### src/rtl/suprloco_vmon_pkg.sv
// Shared types, constants and the bit-serial CRC step used by the
// SuprLoco video frame-signature monitor.
package suprloco_vmon_pkg;

  typedef enum logic [1:0] {SYNC, VBLANK, ACTIVE, HBLANK} vmon_state_e;

  localparam logic [15:0] CRC_POLY = 16'h1021;
  localparam logic [15:0] CRC_INIT = 16'hFFFF;

  localparam int                CNT_W   = 10;
  localparam logic [CNT_W-1:0]  CNT_MAX = '1;

  // CRC-16-CCITT over one 9-bit {R,G,B} pixel, MSB first, no reflection.
  function automatic logic [15:0] crc16_step9(input logic [15:0] crc,
                                              input logic [8:0]  data9);
    logic [15:0] c;
    logic        fb;
    c = crc;
    for (int i = 8; i >= 0; i--) begin
      fb = c[15] ^ data9[i];
      c  = {c[14:0], 1'b0} ^ (fb ? CRC_POLY : 16'h0000);
    end
    return c;
  endfunction

endpackage

### src/rtl/suprloco_crc16_9b.sv
// Combinational next-CRC: folds one 9-bit pixel into a running CRC-16.
module suprloco_crc16_9b
  import suprloco_vmon_pkg::*;
(
  input  logic [15:0] i_crc,
  input  logic [8:0]  i_data,
  output logic [15:0] o_crc
);

  assign o_crc = crc16_step9(i_crc, i_data);

endmodule

### src/rtl/suprloco_video_monitor.sv
// Frame-signature monitor: measures active geometry of each frame of a
// CEN/EN/RGB333 pixel stream and reports a CRC-16 over its active pixels.
module suprloco_video_monitor
  import suprloco_vmon_pkg::*;
#(
  parameter int EXP_W     = 256,
  parameter int EXP_H     = 224,
  parameter int FRAME_GAP = 2048
) (
  input  logic        i_EMU_MCLK,
  input  logic        i_EMU_RST_n,
  input  logic        i_VIDEO_CEN,
  input  logic        i_VIDEO_EN,
  input  logic [2:0]  i_VIDEO_R,
  input  logic [2:0]  i_VIDEO_G,
  input  logic [2:0]  i_VIDEO_B,
  output logic        o_FRAME_VALID,
  output logic [15:0] o_FRAME_CRC,
  output logic [9:0]  o_LINE_CNT,
  output logic [9:0]  o_PIX_CNT,
  output logic        o_ERR_W,
  output logic        o_ERR_H,
  output logic [15:0] o_FRAME_NUM
);

  localparam int               GAP_W    = $clog2(FRAME_GAP + 1);
  localparam logic [GAP_W-1:0] GAP_END  = GAP_W'(FRAME_GAP);
  localparam logic [GAP_W-1:0] GAP_LAST = GAP_W'(FRAME_GAP - 1);
  localparam logic [CNT_W-1:0] EXP_W_C  = CNT_W'(EXP_W);
  localparam logic [CNT_W-1:0] EXP_H_C  = CNT_W'(EXP_H);

  vmon_state_e      r_state, w_next_state;
  logic [GAP_W-1:0] r_gap;
  logic [CNT_W-1:0] r_pix, r_line, r_last_w, w_line_inc;
  logic             r_err_w;
  logic [15:0]      r_crc, w_crc_next;
  logic [8:0]       w_pix_data;
  logic             w_gap_hit, w_fold, w_pix_restart, w_pix_inc;
  logic             w_line_close, w_frame_end;

  logic             r_frame_valid, r_res_err_w, r_res_err_h;
  logic [15:0]      r_res_crc, r_frame_num;
  logic [CNT_W-1:0] r_res_line, r_res_pix;

  assign w_pix_data = {i_VIDEO_R, i_VIDEO_G, i_VIDEO_B};
  assign w_gap_hit  = i_VIDEO_CEN && !i_VIDEO_EN && (r_gap == GAP_LAST);
  assign w_line_inc = (r_line == CNT_MAX) ? r_line : r_line + CNT_W'(1);

  suprloco_crc16_9b u_crc (
    .i_crc  (r_crc),
    .i_data (w_pix_data),
    .o_crc  (w_crc_next)
  );

  // NOTE: sequential state uses non-blocking (<=) so every register samples pre-edge values.
  always_ff @(posedge i_EMU_MCLK or negedge i_EMU_RST_n) begin
    if (!i_EMU_RST_n) r_state <= SYNC;
    else              r_state <= w_next_state;
  end

  // NOTE: every output of this block gets a default first, so no path can infer a latch.
  always_comb begin
    w_next_state  = r_state;
    w_fold        = 1'b0;
    w_pix_restart = 1'b0;
    w_pix_inc     = 1'b0;
    w_line_close  = 1'b0;
    w_frame_end   = 1'b0;
    if (i_VIDEO_CEN) begin
      unique case (r_state)
        SYNC:   if (w_gap_hit) w_next_state = VBLANK;
        VBLANK: if (i_VIDEO_EN) begin
          w_next_state  = ACTIVE;
          w_fold        = 1'b1;
          w_pix_restart = 1'b1;
        end
        ACTIVE: if (i_VIDEO_EN) begin
          w_fold    = 1'b1;
          w_pix_inc = 1'b1;
        end else begin
          w_next_state = HBLANK;
          w_line_close = 1'b1;
        end
        HBLANK: if (i_VIDEO_EN) begin
          w_next_state  = ACTIVE;
          w_fold        = 1'b1;
          w_pix_restart = 1'b1;
        end else if (w_gap_hit) begin
          w_next_state = VBLANK;
          w_frame_end  = 1'b1;
        end
        default: w_next_state = SYNC;
      endcase
    end
  end

  // Blanking-run length; saturates so a long vblank never re-triggers frame end.
  always_ff @(posedge i_EMU_MCLK or negedge i_EMU_RST_n) begin
    if (!i_EMU_RST_n) begin
      r_gap <= '0;
    end else if (i_VIDEO_CEN) begin
      if (i_VIDEO_EN)            r_gap <= '0;
      else if (r_gap != GAP_END) r_gap <= r_gap + GAP_W'(1);
    end
  end

  always_ff @(posedge i_EMU_MCLK or negedge i_EMU_RST_n) begin
    if (!i_EMU_RST_n) begin
      r_crc    <= CRC_INIT;
      r_pix    <= '0;
      r_line   <= '0;
      r_last_w <= '0;
      r_err_w  <= 1'b0;
    end else begin
      if (w_fold) r_crc <= w_crc_next;

      if (w_pix_restart)                      r_pix <= CNT_W'(1);
      else if (w_pix_inc && r_pix != CNT_MAX) r_pix <= r_pix + CNT_W'(1);

      if (w_line_close) begin
        r_line   <= w_line_inc;
        r_last_w <= r_pix;
        if (r_pix != EXP_W_C || r_pix == CNT_MAX) r_err_w <= 1'b1;
      end

      if (w_frame_end) begin
        r_crc   <= CRC_INIT;
        r_line  <= '0;
        r_err_w <= 1'b0;
      end
    end
  end

  // Result registers change only at frame end; the valid strobe lasts one MCLK.
  always_ff @(posedge i_EMU_MCLK or negedge i_EMU_RST_n) begin
    if (!i_EMU_RST_n) begin
      r_frame_valid <= 1'b0;
      r_res_crc     <= '0;
      r_res_line    <= '0;
      r_res_pix     <= '0;
      r_res_err_w   <= 1'b0;
      r_res_err_h   <= 1'b0;
      r_frame_num   <= '0;
    end else begin
      r_frame_valid <= w_frame_end;
      if (w_frame_end) begin
        r_res_crc   <= r_crc;
        r_res_line  <= r_line;
        r_res_pix   <= r_last_w;
        r_res_err_w <= r_err_w;
        r_res_err_h <= (r_line != EXP_H_C) || (r_line == CNT_MAX);
        r_frame_num <= r_frame_num + 16'd1;
      end
    end
  end

  assign o_FRAME_VALID = r_frame_valid;
  assign o_FRAME_CRC   = r_res_crc;
  assign o_LINE_CNT    = r_res_line;
  assign o_PIX_CNT     = r_res_pix;
  assign o_ERR_W       = r_res_err_w;
  assign o_ERR_H       = r_res_err_h;
  assign o_FRAME_NUM   = r_frame_num;

endmodule

### config.mk
export PLATFORM = sky130hd
export DESIGN_NAME = suprloco_video_monitor
export DESIGN_NICKNAME = d
export VERILOG_FILES = /design/src/rtl/suprloco_vmon_pkg.sv /design/src/rtl/suprloco_crc16_9b.sv /design/src/rtl/suprloco_video_monitor.sv
export SDC_FILE = /design/constraint.sdc
export NUM_CORES = 1
export LEC_CHECK = 0
export BUFFER_PORTS_ARGS = -buffer_cell sky130_fd_sc_hd__buf_2
export CORE_MARGIN = 2
export CORE_UTILIZATION = 40
export DETAILED_ROUTE_END_ITERATION = 10
export GPL_ROUTABILITY_DRIVEN = 0
export PLACE_DENSITY_LB_ADDON = 0.05
export SYNTH_ARGS = -nofsm -noshare
export SYNTH_HDL_FRONTEND = slang
export SYNTH_SLANG_ARGS = --single-unit
### constraint.sdc
create_clock -name i_EMU_MCLK -period 2.6 [get_ports i_EMU_MCLK]
set_input_delay 0.26 -clock i_EMU_MCLK [delete_from_list [all_inputs] [get_ports i_EMU_MCLK]]
set_output_delay 0.26 -clock i_EMU_MCLK [all_outputs]
set_load 0.02 [all_outputs]
Yosys cells after proc, flatten, opt, wreduce, memory -nomap -nowiden
Cells that the tools add are included.
{"block": "op_classes", "n_addsub": 4, "n_mux": 40, "multipliers": 0, "n_div": 0, "n_reduce_logical": 18, "n_eq_ne": 13, "order_cmp": 0, "n_bitwise": 18, "shift": 0}
{"op": "16-bit XOR", "n": 9}
{"op": "13-bit 2-to-1 mux", "n": 9}
{"op": "10-bit 2-to-1 mux", "n": 5}
{"op": "16-bit 2-to-1 mux", "n": 2}
{"op": "12-bit 2-to-1 mux", "n": 2}
{"op": "10-bit by 1-bit adder with 10-bit output (second input constant)", "n": 2}
{"op": "10-bit equality test (second input constant)", "n": 2}
{"op": "1-bit 2-to-1 mux", "n": 17}
{"op": "16-bit by 1-bit adder with 16-bit output (second input constant)", "n": 1}
{"op": "12-bit by 1-bit adder with 12-bit output (second input constant)", "n": 1}
{"op": "12-bit by 11-bit equality test with 1-bit output (second input constant)", "n": 1}
{"op": "12-bit inequality test (second input constant)", "n": 1}
{"op": "10-bit inequality test (second input constant)", "n": 1}
{"op": "10-bit by 8-bit inequality test with 1-bit output (second input constant)", "n": 1}
{"op": "10-bit by 9-bit inequality test with 1-bit output (second input constant)", "n": 1}
{"op": "2-bit nonzero test", "n": 5}
{"op": "1-bit XOR", "n": 9}
{"op": "2-bit 2-to-1 mux", "n": 4}
{"op": "2-bit case mux with 4 select lines", "n": 1}
{"op": "2-bit inequality test (second input constant)", "n": 3}
{"op": "2-bit AND reduction", "n": 3}
{"op": "2-bit equality test (second input constant)", "n": 2}
{"op": "1-bit logical AND", "n": 3}
{"op": "3-bit AND reduction", "n": 1}
{"op": "6 further kinds", "n": 7}
{"block": "totals", "latchBits": 0, "register_bits": 116, "memories": 0, "word_cells": 107, "mem_bits_rw": 0, "in_bits": 13, "output_inout_bits": 55, "mem_bits_ro": 0}

Logic depth before layout (Yosys ltp)
{"block": "depth", "ltp_word": 29, "ltp_mapped": 7, "depth_no_buf": 6}

By module
A second synthesis with hierarchy kept.
{"block": "hier_totals", "hier_cells": 496, "hier_area_um2": 5662.9}
{"module": "suprloco_video_monitor", "cells_per_inst": 469, "n_inst": 1, "seq_area_each_um2": 2922.8, "area_each_um2": 5403.9}
{"module": "suprloco_crc16_9b", "cells_per_inst": 27, "n_inst": 1, "seq_area_each_um2": 0.0, "area_each_um2": 259.0}

Worst setup path before layout
Ideal clock, no wire load.
{"block": "synth_timing", "kind": "register to register", "startpoint": "register r_gap[0]", "endpoint": "register r_res_err_h, in the netlist o_ERR_H", "stages_incl_launch_ff": 7, "period_less_slack_ns": 1.815, "setup_time_ns": 0.128, "arrival_ns": 1.688, "slack_ns": 0.785, "n_path_buf": 1, "required_time_ns": 2.472, "cell_sequence": "dfrtp_1 -> ha_1 -> nand2_1 -> or3_1 -> buf_6 -> nor2_4 -> mux2_1"}
{"block": "synth_via", "elab_chain_cells": 6}
{"item": "from (decl)", "line": "suprloco_video_monitor.sv:33", "rtl": "logic [GAP_W-1:0] r_gap;"}
{"item": "from (signal assigned)", "line": "suprloco_video_monitor.sv:103", "rtl": "else if (r_gap != GAP_END) r_gap <= r_gap + GAP_W'(1);"}
{"item": "12-bit by 11-bit equality test with 1-bit output", "line": "suprloco_video_monitor.sv:46", "rtl": "assign w_gap_hit = i_VIDEO_CEN && !i_VIDEO_EN && (r_gap == GAP_LAST);"}
{"item": "1-bit logical AND", "line": "suprloco_video_monitor.sv:46"}
{"item": "1-bit 2-to-1 mux", "line": "suprloco_video_monitor.sv:88", "rtl": "end else if (w_gap_hit) begin"}
{"item": "1-bit 2-to-1 mux", "line": "suprloco_video_monitor.sv:84", "rtl": "HBLANK: if (i_VIDEO_EN) begin"}
{"item": "1-bit 2-to-1 mux", "line": "suprloco_video_monitor.sv:70", "rtl": "unique case (r_state)"}
{"item": "1-bit 2-to-1 mux", "line": "suprloco_video_monitor.sv:69", "rtl": "if (i_VIDEO_CEN) begin"}
{"item": "to (signal assigned)", "line": "suprloco_video_monitor.sv:151", "rtl": "r_res_err_h <= (r_line != EXP_H_C) || (r_line == CNT_MAX);"}
{"item": "to (decl)", "line": "suprloco_video_monitor.sv:41", "rtl": "logic r_frame_valid, r_res_err_w, r_res_err_h;"}
Every way passes these cells.
A chain may end at the register's enable or synchronous reset.

Worst setup path in the final report
{"block": "layout_timing", "startpoint": "register r_gap[1]", "endpoint": "register r_res_pix[4], in the netlist o_PIX_CNT[4]"}
{"block": "layout_via", "elab_chain_cells": 6}
{"item": "12-bit by 11-bit equality test with 1-bit output", "line": "suprloco_video_monitor.sv:46"}
{"item": "1-bit logical AND", "line": "suprloco_video_monitor.sv:46"}
{"item": "1-bit 2-to-1 mux", "line": "suprloco_video_monitor.sv:88"}
{"item": "1-bit 2-to-1 mux", "line": "suprloco_video_monitor.sv:84"}
{"item": "1-bit 2-to-1 mux", "line": "suprloco_video_monitor.sv:70"}
{"item": "1-bit 2-to-1 mux", "line": "suprloco_video_monitor.sv:69"}
{"item": "to (signal assigned)", "line": "suprloco_video_monitor.sv:149", "rtl": "r_res_pix <= r_last_w;"}
{"item": "to (decl)", "line": "suprloco_video_monitor.sv:43", "rtl": "logic [CNT_W-1:0] r_res_line, r_res_pix;"}
Every way passes these cells.

==> metrics.md <==
| Metric | Value |
|---|---|
| Synthesized area per cell | `11.2 um^2` |
| Avg Vias per Cell | `5.13` |
| Number of cells produced by synthesis | `497` |
| Die span in y | `122 um` |
| Static leakage | `3.27 nW` |
| Number of setup violations in the final report | `0` |
| EDFF count, synth | `0` |
| Number of antenna-violating nets in the routed design | `0` |
| CTS Buffer Depth | `2` |
| Count of yosys warnings during synthesis | `0` |
| Total design power | `0.00432 W` |
| Worst endpoint required time | `2.89 ns` |
| Depth of the worst hold-timing path | `3` |
| Setup Skew | `0.00661 ns` |
| Clock tree from TritonCTS | `built` |
| Setup repair after global routing missed its margin | `no` |
| Flops & latches, synth | `116` |
| Total congestion overflow after global routing | `0` |
| Final Hold Viols | `0` |
| First-pass DRT Iterations | `4` |
| CP max FO | `13` |
| Detailed-route DRC error count | `0` |
| Post-Place Worst Slack | `0.435 ns` |
| Outcome | `complete, no violations` |
| Period utilization | `0.820` |
| Post-DP HPWL | `7850 um` |
| Number of DRC markers in iteration 0 | `268` |
| Largest net degree at the start of global routing | `117` |
| Least setup slack across all paths after layout | `0.468 ns` |
| Routed wire length per instance | `15.4 um` |
| Worst hold path endpoint | `r_state[0]` |
| Site Rows | `43` |
| Maximum clock frequency | `0.469 GHz` |
| Time the final worst path needs with I/O delays and setup | `2.13 ns` |
| Register clock-pin slew on the reported worst setup and hold paths | `0.05 ns` |
| Via total after detailed routing | `3917` |
| Total global-route track usage | `0.174` |
| Worst Setup Start Kind | `flip-flop` |
| Post-Synthesis Cell Area | `5560 um^2` |
| Slew of the pin with the lowest slew margin | `0.780 ns` |
| Number of filler instances in the final layout | `1251` |
| Critical path startpoint | `r_gap[1]` |
| Prevailing post-synth register cell | `dfrtp_1` |
| Core area | `13700 um^2` |
| Clk sink count | `116` |
| Total power per unit cell area | `643 nW/um^2` |
| Io pins | `68` |
| Post_cts resized | `0` |
| Final layout net count | `591` |
| Cell-by-cell trace of the critical path | `ha_1 > nand2_1 > nor3_4 > nand2_2 > buf_4 > mux2_1` |
| Source of the worst register-to-register timing path | `r_gap[1]` |
| Relative slew margins | `0.478` |
| Count of max-cap constraint violations | `0` |
| Starting density of the core | `0.405` |
| CP arrival | `2.42 ns` |
| Sequential cell area fraction in the yosys report | `0.525` |
| Wirelength, routed | `11700 um` |
| Class of the worst hold path | `in -> reg` |
| Area taken by multi-input logic gates | `2480 um^2` |
| Fin Setup TNS | `0 ns` |
| Path type of the worst setup path | `reg -> reg` |
| Worst IR drop on VDD | `0.000399 V` |
| Number of cells on the worst reg-to-reg path | `6` |
| Worst Min Path Start | `i_VIDEO_CEN` |
| Share of async-settable or async-resettable flops after synthesis | `1.00` |
| Register-to-register path setup slack | `0.47 ns` |
| Number of antenna violations at the first check in global routing | `0` |
| Wire length of the first global-routing pass | `20000 um` |
| Core occupancy in the finished layout | `0.489` |
| Die outline width | `122 um` |
| Slowest library cell on the worst path | `dfrtp_1` |
| Type of destination of the critical path | `flip-flop` |
| Highest cell delay on the worst timing path | `0.36 ns` |
| Vias in the first global route | `3800` |
| Post-synthesis net count | `517` |
| Layout overhead on the synthesized area | `20.7%` |
| Capture point of the worst reg-to-reg path | `o_PIX_CNT[4]` |
| CTS Buf Count | `17` |
| Count of different cell masters after synthesis | `61` |
| Clock network latency to the later pin of the worst-skew pair | `0.41 ns` |
| H-tree level count | `4` |
| Fraction of layout instances using a drive strength above 1 | `0.233` |
| Number of antenna diodes | `0` |
| Die Outline Area | `14900 um^2` |
| Slew Limit Fails | `0` |
| Buffer cell driving the clock tree root | `clkbuf_16` |
| IO Port Bufs | `67` |
| Sequential cell area | `2920 um^2` |
## sequential cells by signal, indices dropped and copies added, names as in the netlist
signal and count:
r_gap 12, r_crc 16, r_err_w 1, r_pix 10
o_FRAME_VALID 1, o_ERR_H 1, o_FRAME_CRC 16, r_state 2
o_PIX_CNT 10, r_last_w 10, o_FRAME_NUM 16, o_LINE_CNT 10
r_line 10, o_ERR_W 1
## area by class of cell
| cell class | instances | share of cell area |
|---|---|---|
| Clock inverter | 4 | 0.0142 |
| Clock buffer | 27 | 0.0749 |
| Timing Repair Buffer | 76 | 0.0645 |
| Tap cell | 180 | 0.0335 |
| Inverter | 15 | 0.00839 |
| Multi-Input combinational cell | 345 | 0.369 |
| Sequential cell | 116 | 0.435 |
## worst max-delay path: cells and delay by family, from the launching register on
family        cells  cell delay, ns
fa+ha+maj         1            0.24
buf+inv           1            0.29
flops             1            0.36
mux               1            0.32
simple gates      3            0.79
## synthesized netlist by cell type (8+ instances only)
cell type | n | area share
inv_1 | 15 | 0.010
nand4_1 | 13 | 0.015
o211ai_1 | 12 | 0.016
nand2_1 | 52 | 0.035
buf_2 | 9 | 0.0081
dfstp_2 | 16 | 0.076
nor4_2 | 8 | 0.018
nand3_1 | 18 | 0.016
o21ai_0 | 15 | 0.013
nor2_1 | 32 | 0.022
a21oi_1 | 15 | 0.013
mux2_1 | 39 | 0.079
dfrtp_1 | 100 | 0.45
xor2_1 | 22 | 0.035
xnor2_1 | 24 | 0.038
## worst max-delay path by stage
stage	end	slack (ns)
2_1_floorplan	o_ERR_H	0.78
3_3_place_gp	o_LINE_CNT[0]	0.51
3_5_place_dp	o_LINE_CNT[3]	0.44
4_1_cts	o_LINE_CNT[3]	0.42
5_1_grt	o_PIX_CNT[4]	0.29
6_report	o_PIX_CNT[4]	0.47
## logic make-up (layout without fill, tap and decap cells)
family | after synthesis | count (layout) | share of synthesized area
adder cells (fa/ha/maj) | 7 | 7 | 0.0157
flip-flops | 116 | 116 | 0.525
buffers and inverters | 36 | 122 | 0.0290
XOR/XNOR | 49 | 49 | 0.0834
AO/OA/AOI/OAI | 66 | 66 | 0.0772
multiplexers | 43 | 43 | 0.0864
AND/OR/NAND/NOR | 180 | 180 | 0.183
## per-layer routing
| metal | track usage | share of wire | vias up |
|---|---|---|---|
| li1 | - | - | 1914 |
| met1 | 0.245 | 0.50 | 1916 |
| met2 | 0.253 | 0.45 | 74 |
| met3 | 0.0482 | 0.039 | 13 |
| met4 | 0.0718 | 0.014 | 0 |
| met5 | 0 | 0 | - |
## placed cells by master (no fill, tap or decap), types with 6 or more instances in the layout
cell	Yosys	layout
a21oi_1	15	15
and2_1	6	6
buf_2	9	66
buf_4	2	7
clkbuf_1	7	6
clkbuf_16	0	17
dfrtp_1	100	100
dfstp_2	16	16
ha_1	7	7
inv_1	15	15
mux2_1	39	39
nand2_1	52	52
nand3_1	18	18
nand4_1	13	13
nor2_1	32	32
nor3_1	6	6
nor4_2	8	8
o211ai_1	12	12
o21ai_0	15	15
o31ai_1	7	7
or3_1	7	7
xnor2_1	24	24
xor2_1	22	22
## report_power, final
| part | total (W) | switching, W | internal, W |
|---|---|---|---|
| Combinational | 0.000137 | 0.0000880 | 0.0000491 |
| Sequential | 0.00182 | 0.00000615 | 0.00182 |
| Clock | 0.00236 | 0.000755 | 0.00160 |
## per-stage QoR
stage	hold WS, ns	std cells	area (um^2)
6_report	0.212	763	6710
5_1_grt	0.254	763	6710
4_1_cts	0.192	763	6710
3_5_place_dp	0.405	731	6110
3_3_place_gp	0.404	731	6110
2_1_floorplan	-0.0356	497	5560
## what timing repair did
item	4_1_cts	5_1_grt
hold buffers	1	0
endpoints found under the setup margin	0	0
setup buffers	0	0
hold endpoints to repair	100	0
Note: power is estimated with default switching activity, not from simulation.
